===== config.mk =====
export PLATFORM = sky130hd
export DESIGN_NAME = load_store_unit
export DESIGN_NICKNAME = d
export VERILOG_FILES = /design/src/rtl/load_store_unit.sv
export SDC_FILE = /design/constraint.sdc
export NUM_CORES = 1
export LEC_CHECK = 0
export ABC_AREA = 1
export CORE_UTILIZATION = 50
export DETAILED_ROUTE_END_ITERATION = 10
export PLACE_DENSITY = 0.87
export SLEW_MARGIN = 20
export SYNTH_ARGS = -nofsm -noshare
export SYNTH_HDL_FRONTEND = slang
export SYNTH_SLANG_ARGS = --single-unit

===== constraint.sdc =====
create_clock -name clk -period 4.6 [get_ports clk]
set_clock_uncertainty 0.15 [all_clocks]
set_input_delay 0.92 -clock clk [delete_from_list [all_inputs] [get_ports clk]]
set_output_delay 0.92 -clock clk [all_outputs]
set_load 0.01 [all_outputs]

===== src/rtl/load_store_unit.sv =====
// Data-bus initiator: computes the effective address, checks width and alignment,
// runs one bounded bus access and returns a single-cycle response.
module load_store_unit #(
    parameter int   WAIT_CYCLES    = 0,
    parameter logic ZERO_IDLE_ADDR = 1'b1
) (
    input  logic        clk,
    input  logic        reset,
    input  logic        req_valid,
    output logic        req_ready,
    input  logic        req_store,
    input  logic [2:0]  req_funct3,
    input  logic [31:0] req_base,
    input  logic [11:0] req_offset,
    input  logic [31:0] req_wdata,
    output logic        resp_valid,
    output logic [31:0] resp_rdata,
    output logic        resp_exc,
    output logic [1:0]  resp_cause,
    output logic        bus_rw,
    output logic [1:0]  bus_len,
    output logic [31:0] bus_addr,
    output logic [31:0] bus_write,
    input  logic [31:0] bus_read,
    input  logic        bus_exception
);

    typedef enum logic [1:0] {IDLE = 2'd0, ACCESS = 2'd1, RESP = 2'd2} state_t;

    localparam logic [3:0] WAIT_INIT = WAIT_CYCLES[3:0];

    function automatic logic [31:0] mask_len(input logic [31:0] d, input logic [1:0] len);
        case (len)
            2'd0:    return {24'h0, d[7:0]};
            2'd1:    return {16'h0, d[15:0]};
            default: return d;
        endcase
    endfunction

    function automatic logic [31:0] extend_load(input logic [31:0] d, input logic [1:0] len,
                                                input logic uns);
        case (len)
            2'd0:    return uns ? {24'h0, d[7:0]}  : {{24{d[7]}}, d[7:0]};
            2'd1:    return uns ? {16'h0, d[15:0]} : {{16{d[15]}}, d[15:0]};
            default: return d;
        endcase
    endfunction

    state_t      state_q, state_d;
    logic [3:0]  wait_q, wait_d;
    logic        unsigned_q, unsigned_d;
    logic        req_ready_q, req_ready_d;
    logic        resp_valid_q, resp_valid_d;
    logic [31:0] resp_rdata_q, resp_rdata_d;
    logic        resp_exc_q, resp_exc_d;
    logic [1:0]  resp_cause_q, resp_cause_d;
    logic        bus_rw_q, bus_rw_d;
    logic [1:0]  bus_len_q, bus_len_d;
    logic [31:0] bus_addr_q, bus_addr_d;
    logic [31:0] bus_write_q, bus_write_d;

    logic [31:0] ea;
    logic [1:0]  req_len;
    logic        illegal;
    logic        misaligned;

    always_comb begin
        ea         = req_base + {{20{req_offset[11]}}, req_offset};
        req_len    = req_funct3[1:0];
        illegal    = (req_funct3[1:0] == 2'b11) || (req_funct3 == 3'b110)
                     || (req_store && req_funct3[2]);
        misaligned = ((req_len == 2'd1) && ea[0]) || ((req_len == 2'd2) && (ea[1:0] != 2'b00));

        state_d      = state_q;
        wait_d       = wait_q;
        unsigned_d   = unsigned_q;
        resp_valid_d = 1'b0;
        resp_exc_d   = 1'b0;
        resp_cause_d = 2'd0;
        resp_rdata_d = resp_rdata_q;
        bus_rw_d     = bus_rw_q;
        bus_len_d    = bus_len_q;
        bus_addr_d   = bus_addr_q;
        bus_write_d  = bus_write_q;

        case (state_q)
            IDLE: begin
                if (req_valid) begin
                    // Faults detected here respond without touching the bus.
                    if (illegal || misaligned) begin
                        state_d      = RESP;
                        resp_valid_d = 1'b1;
                        resp_exc_d   = 1'b1;
                        resp_cause_d = illegal ? 2'd3 : 2'd1;
                        resp_rdata_d = 32'h0;
                    end else begin
                        state_d     = ACCESS;
                        bus_rw_d    = req_store;
                        bus_len_d   = req_len;
                        bus_addr_d  = ea;
                        bus_write_d = req_store ? mask_len(req_wdata, req_len) : 32'h0;
                        unsigned_d  = req_funct3[2];
                        wait_d      = WAIT_INIT;
                    end
                end
            end
            ACCESS: begin
                if (wait_q != 4'd0) begin
                    wait_d = wait_q - 4'd1;
                end else begin
                    state_d      = RESP;
                    resp_valid_d = 1'b1;
                    bus_rw_d     = 1'b0;
                    if (ZERO_IDLE_ADDR) begin
                        bus_addr_d  = 32'h0;
                        bus_write_d = 32'h0;
                    end
                    if (bus_exception) begin
                        resp_exc_d   = 1'b1;
                        resp_cause_d = 2'd2;
                        resp_rdata_d = 32'h0;
                    end else if (bus_rw_q) begin
                        resp_rdata_d = 32'h0;
                    end else begin
                        resp_rdata_d = extend_load(bus_read, bus_len_q, unsigned_q);
                    end
                end
            end
            RESP:    state_d = IDLE;
            default: state_d = IDLE;
        endcase

        req_ready_d = (state_d == IDLE);
    end

    always_ff @(posedge clk) begin
        if (reset) begin
            state_q      <= IDLE;
            wait_q       <= 4'd0;
            unsigned_q   <= 1'b0;
            req_ready_q  <= 1'b1;
            resp_valid_q <= 1'b0;
            resp_rdata_q <= 32'h0;
            resp_exc_q   <= 1'b0;
            resp_cause_q <= 2'd0;
            bus_rw_q     <= 1'b0;
            bus_len_q    <= 2'd0;
            bus_addr_q   <= 32'h0;
            bus_write_q  <= 32'h0;
        end else begin
            state_q      <= state_d;
            wait_q       <= wait_d;
            unsigned_q   <= unsigned_d;
            req_ready_q  <= req_ready_d;
            resp_valid_q <= resp_valid_d;
            resp_rdata_q <= resp_rdata_d;
            resp_exc_q   <= resp_exc_d;
            resp_cause_q <= resp_cause_d;
            bus_rw_q     <= bus_rw_d;
            bus_len_q    <= bus_len_d;
            bus_addr_q   <= bus_addr_d;
            bus_write_q  <= bus_write_d;
        end
    end

    assign req_ready  = req_ready_q;
    assign resp_valid = resp_valid_q;
    assign resp_rdata = resp_rdata_q;
    assign resp_exc   = resp_exc_q;
    assign resp_cause = resp_cause_q;
    assign bus_rw     = bus_rw_q;
    assign bus_len    = bus_len_q;
    assign bus_addr   = bus_addr_q;
    assign bus_write  = bus_write_q;

endmodule


==> out/results.txt <==
Setup violations, final: 0
top achievable clock speed: 0.278 GHz
via count of the routed design: 7271
Lkg Pwr: 0.00411 uW
final critical-path share of the clock period: 78.2%
main area contributors after synthesis: dfxtp_1 (34%), nand2_1 (18%), nand3_1 (8.3%)
average wire per standard cell: 14.7 um
maximum fanout along the worst path: 38
portion of total power attributed to sequential cells: 40.6%
Post-Syn Instances: 1007
vias per inst: 5.23
final-layout worst hold slack: 0.311 ns
ys async rst share: 0%
die outline width: 117 um
post-layout net count: 1361
data required time at the worst endpoint: 4.73 ns
slew at the pin closest to its max-slew limit: 0.813 ns
DIE AREA: 0.0137 sq mm
post-route DRC violation count: 0
num rows: 41
area growth from synthesis to final layout: 38.7%
final-report hold violation count: 0
relative slew slack: 45.7%
number of buffers inserted to repair setup after CTS: 0
number of resized instances in the post-cts repair step: 0
count of maximum capacitance violations: 0
share of final-layout standard cells stronger than drive strength 1: 4.19%
CP startpoint kind: input pin
antenna violations before repair: 0
proportion of synthesized chip area in sequential cells: 33.7%
number of clock buffers inserted by TritonCTS: 9
CTS tree: done
CTS clk-pin slew, worst paths: 0.08 ns
reg-to-reg startpoint: state_q[1]$_SDFF_PP0_
total negative slack for setup checks: 0 ns
share of power burned in the clock network: 32.1%
critical path class: input pin to flop
Post-synth EDFFs: 0
post-synthesis instance area: 0.00660 sq mm
Vert. Die Dim: 117 um
synthesized area per cell: 6.56 sq um
launch point of the worst path: req_base[0]
total number of H-tree levels: 3
type of the tightest min-delay check: flop to flop
root buffer cell: clkbuf_16
areal power density over the cells: 277 mW/mm^2
start point of the worst min-delay path: bus_addr[1]$_SDFFE_PP0P_
unrepaired setup endpoints after global routing: false
arrival time at the worst endpoint: 3.73 ns
worst supply voltage drop on vdd: 203 uV
overall power consumption: 2530 uW
gpl congestion: 1.02
first-pass GRT wire length: 30.8 mm
top_reg_cell synth: dfxtp_1
net count after synthesis: 1157
final WL: 20.4 mm
Synth Warn #: 0
Fillers: 1077
total global routing track utilization: 28.9%
IO buf count: 219
number of DRC markers after the initial detailed-route iteration: 614
leading area contributor after synthesis: dfxtp_1
clock network latency to the later pin of the worst-skew pair: 0.35 ns
number of global-route vias before repair: 6478
number of buffers between clock root and the deepest sink: 2
outcome: finished, final reports clean
initial standard-cell utilization of the core: 51.9%
core region area: 0.0127 sq mm
number of flip-flops and latches in the synthesized netlist: 111
count of pins over their slew limit: 0
total half-perimeter wirelength after legalization and detailed placement: 15.8 mm
maximum number of pins on one net before global-route repair: 54
number of non-filler instances in the completed layout: 1389
placed instance count: 1372
net switching share of the total power: 31.5%
ANT nets after route: 0
Comb pwr share: 27.3%
nature of the critical path endpoint: flop
TritonCTS Sinks: 111
top-area cell type share of the netlist area: 33.7%
internal power: 1740 uW
TritonRoute pass-1 iters: 5
distinct cell type count after synthesis: 35
sw power: 798 uW
global route total overflow: 0
I/O pin cnt: 220
hold_buf cts: 0
Final Critical Period: 3.60 ns
==> registers in the layout, summed over array words and instances, names as in the netlist <==
| name | count |
|---|---|
| bus_addr | 32 |
| bus_write | 32 |
| resp_rdata | 32 |
| wait_q | 4 |
| bus_len | 2 |
| resp_cause | 2 |
| state_q | 2 |
| bus_rw | 1 |
| req_ready | 1 |
| resp_exc | 1 |
| resp_valid | 1 |
| unsigned_q | 1 |
==> power by group through the flow <==
stage	Clock, uW	Sequential, uW	Combinational (uW)
final	814	1030	691
after global routing	861	1030	763
after CTS	824	1030	686
after detailed placement	0	1050	681
after global placement	0	1050	671
after floorplan	0	1060	394
==> kinds of logic (layout without fill, tap and decap cells) <==
kind of cell | count (synthesis) | after routing | synth area share (%)
AO/OA/AOI/OAI | 181 | 181 | 15.7
XOR/XNOR | 2 | 2 | 0.265
adder cells (fa/ha/maj) | 34 | 34 | 6.56
buffers and inverters | 169 | 378 | 11.1
flip-flops | 111 | 111 | 33.7
other | 0 | 1 | 0
AND/OR/NAND/NOR | 510 | 510 | 32.7
==> through the flow <==
| stage | worst slack, ns | area, sq um | util (%) |
|---|---|---|---|
| after detailed placement | 0.656 | 8850 | 69.5 |
| after CTS | 1.03 | 9150 | 72.0 |
| after global routing | 0.807 | 9150 | 72.0 |
| final | 1.00 | 9160 | 72.0 |
| after floorplan | 1.86 | 6600 | - |
| after global placement | 0.801 | 8850 | 69.5 |
==> worst max-delay path, cell delays in order <==
cell and delay [ns]:
clkdlybuf4s50_1 0.43, ha_1 0.27, fa_1 0.53, nand2_1 0.09
nand3_4 0.15, nor2_8 0.04, inv_2 0.28, nand2_4 0.11
inv_2 0.39, buf_12 0.27, nand2_1 0.08, a21oi_1 0.15
==> path summary, 6_finish.rpt <==
check	to	slack, ns	cells after the start
worst max-delay path	bus_write[6]$_SDFFE_PP0P_	1.00	12
worst min-delay path	bus_addr[1]$_SDFFE_PP0P_	0.31	2
worst max register to register	bus_write[6]$_SDFFE_PP0P_	2.46	9
worst min register to register	bus_addr[1]$_SDFFE_PP0P_	0.31	2
==> Yosys cell counts (2+ instances only) <==
library cell	n
dfxtp_1	111
and2_1	2
xor2_1	2
o21ai_2	2
a21oi_1	101
nand2_1	318
nor2_1	52
inv_2	4
ha_1	33
o21bai_1	3
nand3b_1	2
buf_2	6
nor3_1	8
buf_6	12
a21oi_2	8
clkbuf_1	15
or2_2	5
nand2_4	2
inv_1	131
o21ai_0	40
nand3_1	109
nand4_1	7
o211ai_1	8
o21ai_1	7
o211a_1	9
==> cells in the final DEF (no fill, tap or decap), types with 2 or more instances in the layout <==
cell             instances
or2_2                    5
nand4_1                  7
inv_1                  131
and2_1                   2
inv_6                    2
nand2_4                  2
ha_1                    33
clkdlybuf4s50_1        218
o211ai_1                 8
nand3b_1                 2
nor2_1                  52
nand3_1                109
a21oi_1                101
buf_4                    7
xor2_1                   2
o21bai_1                 3
a21oi_2                  8
inv_2                    4
clkbuf_16                9
dfxtp_1                111
o21ai_1                  7
o21ai_0                 40
o21ai_2                  2
nor3_1                   8
o211a_1                  9
clkinv_2                 2
nand2_1                318
==> layout make-up <==
| cell class | instances | area, sq um | area share, % |
|---|---|---|---|
| Clock buffer | 9 | 225 | 2.46 |
| Inverter | 135 | 507 | 5.53 |
| Multi-Input combinational cell | 727 | 3640 | 39.8 |
| Antenna cell | 1 | 2.50 | 0.0273 |
| Sequential cell | 111 | 2220 | 24.3 |
| Tap cell | 172 | 215 | 2.35 |
| Timing Repair Buffer | 227 | 2260 | 24.7 |
| Clock inverter | 7 | 81.3 | 0.888 |
==> routing by layer <==
| metal | wire length, um | vias to the layer above | track usage, % |
|---|---|---|---|
| met3 | 1600 | 41 | 6.13 |
| met4 | 497 | 0 | 9.96 |
| li1 | - | 3666 | - |
| met5 | 0 | - | 0 |
| met1 | 8610 | 3257 | 35.4 |
| met2 | 9690 | 307 | 50.3 |
(Power assumes the default switching activity.)
